### src/rtl/adc_avg.sv
// adc_avg: averages 2**AVG_LOG2 SPI ADC frames and offers the truncated mean on a valid/ready port.
// Build option ADC_AVG_SIGNED_EN: samples are two's complement (sign-extended, arithmetic shift).
module adc_avg #(
  parameter int AVG_LOG2 = 3,
  parameter int DW       = 16
) (
  input  logic          clk,
  input  logic          rst,
  input  logic          adc_cs,
  input  logic [DW-1:0] adc_dout,
  input  logic          clr,
  output logic [DW-1:0] avg_dout,
  output logic          avg_valid,
  input  logic          avg_ready,
  output logic          ovf
);

  localparam int AW = DW + AVG_LOG2;
  localparam int CW = (AVG_LOG2 == 0) ? 1 : AVG_LOG2;
  localparam logic [CW-1:0] CNT_LAST = CW'((1 << AVG_LOG2) - 1);

  typedef enum logic {
    SKIP = 1'b0,
    ACC  = 1'b1
  } state_t;

  state_t        state;
  state_t        state_nxt;
  logic          cs_d;
  logic          stb;
  logic          take;
  logic          done;
  logic          xfer;
  logic [AW-1:0] acc;
  logic [AW-1:0] sample_ext;
  logic [AW-1:0] sum;
  logic [CW-1:0] cnt;
  logic [DW-1:0] mean;

  // cs_d resets high so a chip-select already idling high gives no strobe
  always_ff @(posedge clk or posedge rst) begin
    if (rst) cs_d <= 1'b1;
    else     cs_d <= adc_cs;
  end

  assign stb  = adc_cs & ~cs_d;
  assign xfer = avg_valid & avg_ready;

`ifdef ADC_AVG_SIGNED_EN
  assign sample_ext = AW'($signed(adc_dout));
  assign sum        = acc + sample_ext;
  assign mean       = DW'($signed(sum) >>> AVG_LOG2);
`else
  assign sample_ext = AW'(adc_dout);
  assign sum        = acc + sample_ext;
  assign mean       = DW'(sum >> AVG_LOG2);
`endif

  always_ff @(posedge clk or posedge rst) begin
    if (rst) state <= SKIP;
    else     state <= state_nxt;
  end

  // The first frame after reset/clear carries no valid conversion and is dropped
  always_comb begin
    state_nxt = state;
    take      = 1'b0;
    if (clr) begin
      state_nxt = SKIP;
    end else if (stb) begin
      case (state)
        SKIP:    state_nxt = ACC;
        ACC:     take      = 1'b1;
        default: state_nxt = SKIP;
      endcase
    end
  end

  assign done = take & (cnt == CNT_LAST);

  always_ff @(posedge clk or posedge rst) begin
    if (rst) begin
      acc       <= '0;
      cnt       <= '0;
      avg_dout  <= '0;
      avg_valid <= 1'b0;
      ovf       <= 1'b0;
    end else if (clr) begin
      acc       <= '0;
      cnt       <= '0;
      avg_valid <= 1'b0;
      ovf       <= 1'b0;
    end else if (done) begin
      acc       <= '0;
      cnt       <= '0;
      avg_dout  <= mean;
      avg_valid <= 1'b1;
      // a pending result that was not taken on this edge is lost
      if (avg_valid & ~avg_ready) ovf <= 1'b1;
    end else begin
      if (take) begin
        acc <= sum;
        cnt <= cnt + CW'(1);
      end
      if (xfer) avg_valid <= 1'b0;
    end
  end

endmodule
### config.mk
export PLATFORM = sky130hd
export DESIGN_NAME = adc_avg
export DESIGN_NICKNAME = d
export VERILOG_FILES = /design/src/rtl/adc_avg.sv
export SDC_FILE = /design/constraint.sdc
export NUM_CORES = 1
export LEC_CHECK = 0
export ABC_AREA = 1
export CAP_MARGIN = 10
export CORE_ASPECT_RATIO = 0.8
export CORE_UTILIZATION = 30
export DETAILED_ROUTE_END_ITERATION = 10
export GPL_ROUTABILITY_DRIVEN = 1
export GPL_TIMING_DRIVEN = 0
export PLACE_DENSITY = 0.57
export SLEW_MARGIN = 20
export SYNTH_ARGS = -nofsm -noshare
export SYNTH_HDL_FRONTEND = slang
export SYNTH_SLANG_ARGS = --single-unit
### constraint.sdc
create_clock -name clk -period 2.8 [get_ports clk]
set_input_delay 0.84 -clock clk [delete_from_list [all_inputs] [get_ports clk]]
set_output_delay 0.84 -clock clk [all_outputs]
set_load 0.05 [all_outputs]
==> metrics.txt <==
Yosys warnings=0; n_diodes=0; Cell Area, Placed=3150 um2; multi-input logic area=1400 um2; Hold Crit Start=avg_dout[11]$_DFFE_PP0P_; ys flop type=dfrtp_1; area delta synth->final=24.3%; post-DP HPWL=4.96 mm; routed vias=2369; postcts setup bufs=0; Async SR Flop Fraction=100%; Antenna Violating Nets Remaining=0; dpl ws=-0.140 ns; Final Cycle Share=93.4%; total wire length=6.45 mm; CTS tree=yes; Pre-Repair DR Iteration Count=4; setup TNS=0 ns; Syn Nets=392; largest net degree at the start of global routing=26; vias in the first global route=2333; Register Area=1050 um2; Synth cell types=25; fin crit period=2.61 ns; CTS Buf Count=5; unrepaired setup endpoints after global routing=no; largest area contributor in the synthesized netlist=dfrtp_1; FMAX=0.382 GHz; total power=1.20 mW; Crit Path Category=input pin to flop; Avg Inst Size Synth=7.42 um2; Area contributors post-synth=dfrtp_1 (39%), nand2_1 (19%), ha_1 (8.6%); Logic pwr share=13.4%; # IOs=39; pwr dens=370 nW/um2; Synth top area share=39.3%; Mapped Area=2610 um2; relative max-transition margin=60.7%; CP startpoint=adc_dout[0]; share of cells above drive strength 1=6.77%; Clock Latency Late Sink=0.30 ns; clk sinks=42; Slew Limit Fails=0; critical path arrival=2.81 ns; routed length per instance=12.6 um; Max-Cap Viols=0; r2r worst-path depth=10; number of flops mapped to enable cells by yosys=0; DRC Markers=0; final instance area=3250 um2; FP Rows=30; Yosys reg bits=42; Total GRT Usage=15.5%; fin nets=438; DIE HEIGHT=85.5 um; CTS clock-pin slew for the worst setup and hold paths=0.09 ns; Data required, critical path=3.00 ns; first-pass GRT wire length=11.0 mm; vias per cell=4.64; Worst Hold Depth=2; total leakage power=1.74 nW; die width=106 um; worst-margin pin slew=0.589 ns; part of the power in the clock network=35.2%; clk root buf=clkbuf_8; VDD IR-drop max=175 uV; Synth top cells by count=nand2_1 (135), dfrtp_1 (41), inv_1 (33); IO buf count=38; Setup crit end kind=flop; fin worst setup slack=0.186 ns; Core Region=8450 um2; most numerous cell in the Yosys netlist=nand2_1; Clock Path Buffers=2; crit path launch type=input pin; Final setup violation count=0; worst min path class=flop to flop; DIE AREA=9090 um2; Cells after Synth=352; routability cong.=0.849; hold buffer count at cts=0; Int Pwr=879 uW; CP max FO=4; post-cts resize count=0; status=completed; Initial Util=30.9%; sw frac=26.9%; sequential share of power=51.4%; register area share after synthesis=40.3%; Net Switching=323 uW; antenna violations before repair=0; # fillers=898; final hold violation count=0; Max Clock Skew=0.00732 ns; worst r2r src=acc[0]$_DFFE_PP0P_; 1st-iter DRT viols=95; Congestion Overflow GR=0; H-tree depth=2
worst max-delay path: stages:
cell             delay (ns)
clkdlybuf4s50_1        0.41
ha_1                   0.27
fa_1                   0.48
nand3_1                0.11
nand3_1                0.11
nand2_1                0.08
nand2_1                0.14
nand2_1                0.12
nand3b_1               0.10
nand3_1                0.10
nand2_1                0.05
stage by stage:
step                      utilization (%)  instances  hold WS, ns
after CTS                            38.5        511        0.492
after floorplan                         -        352        0.453
after global routing                 38.5        511        0.503
final                                38.5        511        0.487
after detailed placement             37.3        503        0.466
after global placement               37.1        502        0.465
routing by layer:
metal / part of all wire [%] / vias to the layer above / GRT usage [%] / wire (um)
met4: 1.4 / 0 / 4.17 / 90
met3: 5.1 / 9 / 2.92 / 330
met2: 40 / 56 / 22.9 / 2560
met5: 0 / - / 0 / 0
met1: 54 / 1089 / 22.9 / 3460
li1: - / 1215 / - / -
sequential cells by signal, indices dropped and copies added (netlist names):
name / count
state: 1
ovf: 1
cnt: 3
acc: 19
avg_dout: 16
avg_valid: 1
cs_d: 1
power groups by stage:
stage / Combinational (mW) / Clock, mW / Sequential [mW]
floorplan: 0.0990 / 0 / 0.629
global placement: 0.156 / 0 / 0.629
detailed placement: 0.162 / 0 / 0.630
CTS: 0.163 / 0.435 / 0.618
global route: 0.183 / 0.458 / 0.619
finish: 0.161 / 0.423 / 0.618
final cells by class:
| class | count | share of cell area [%] |
|---|---|---|
| repair buffers | 39 | 12.3 |
| inverters | 34 | 3.93 |
| plain buffers | 6 | 0.924 |
| flip-flops and latches | 42 | 32.4 |
| clock buffers | 6 | 2.54 |
| clock inverters | 2 | 0.385 |
| multi-input cells | 270 | 43.2 |
| well taps | 112 | 4.31 |
cells in the final DEF (no fill, tap or decap), types with 2 or more instances in the layout:
cell type,count
xor2_1,4
clkbuf_1,2
nor3_1,2
nand2_1,135
inv_1,32
and2_1,2
dfrtp_1,41
a22o_1,4
o21ai_1,4
clkdlybuf4s50_1,38
inv_2,2
o21ai_0,10
nor2_2,3
ha_1,18
nor2_1,20
a21oi_1,15
nand3b_1,13
buf_2,3
clkbuf_8,6
nand3_2,2
nand2_2,5
nand3_1,30
cells by family (layout without fill, tap and decap cells):
| kind of cell | after synthesis | in the layout | synth area share [%] |
|---|---|---|---|
| flops | 42 | 42 | 40.3 |
| compound gates | 33 | 33 | 6.90 |
| fa+ha+maj | 19 | 19 | 9.39 |
| xor+xnor | 5 | 5 | 1.68 |
| simple gates | 213 | 213 | 35.7 |
| buf+inv | 40 | 87 | 6.03 |
final timing paths:
path | endpoint | slack, ns
worst max-delay path | avg_dout[13]$_DFFE_PP0P_ | 0.19
worst min-delay path | avg_dout[11]$_DFFE_PP0P_ | 0.49
worst max register to register | avg_dout[13]$_DFFE_PP0P_ | 0.78
worst min register to register | avg_dout[11]$_DFFE_PP0P_ | 0.49
max in group asynchronous | cs_d$_DFF_PP1_ | 1.40
min in group asynchronous | avg_dout[11]$_DFFE_PP0P_ | 0.85
Power figures use the tool's default switching activity.
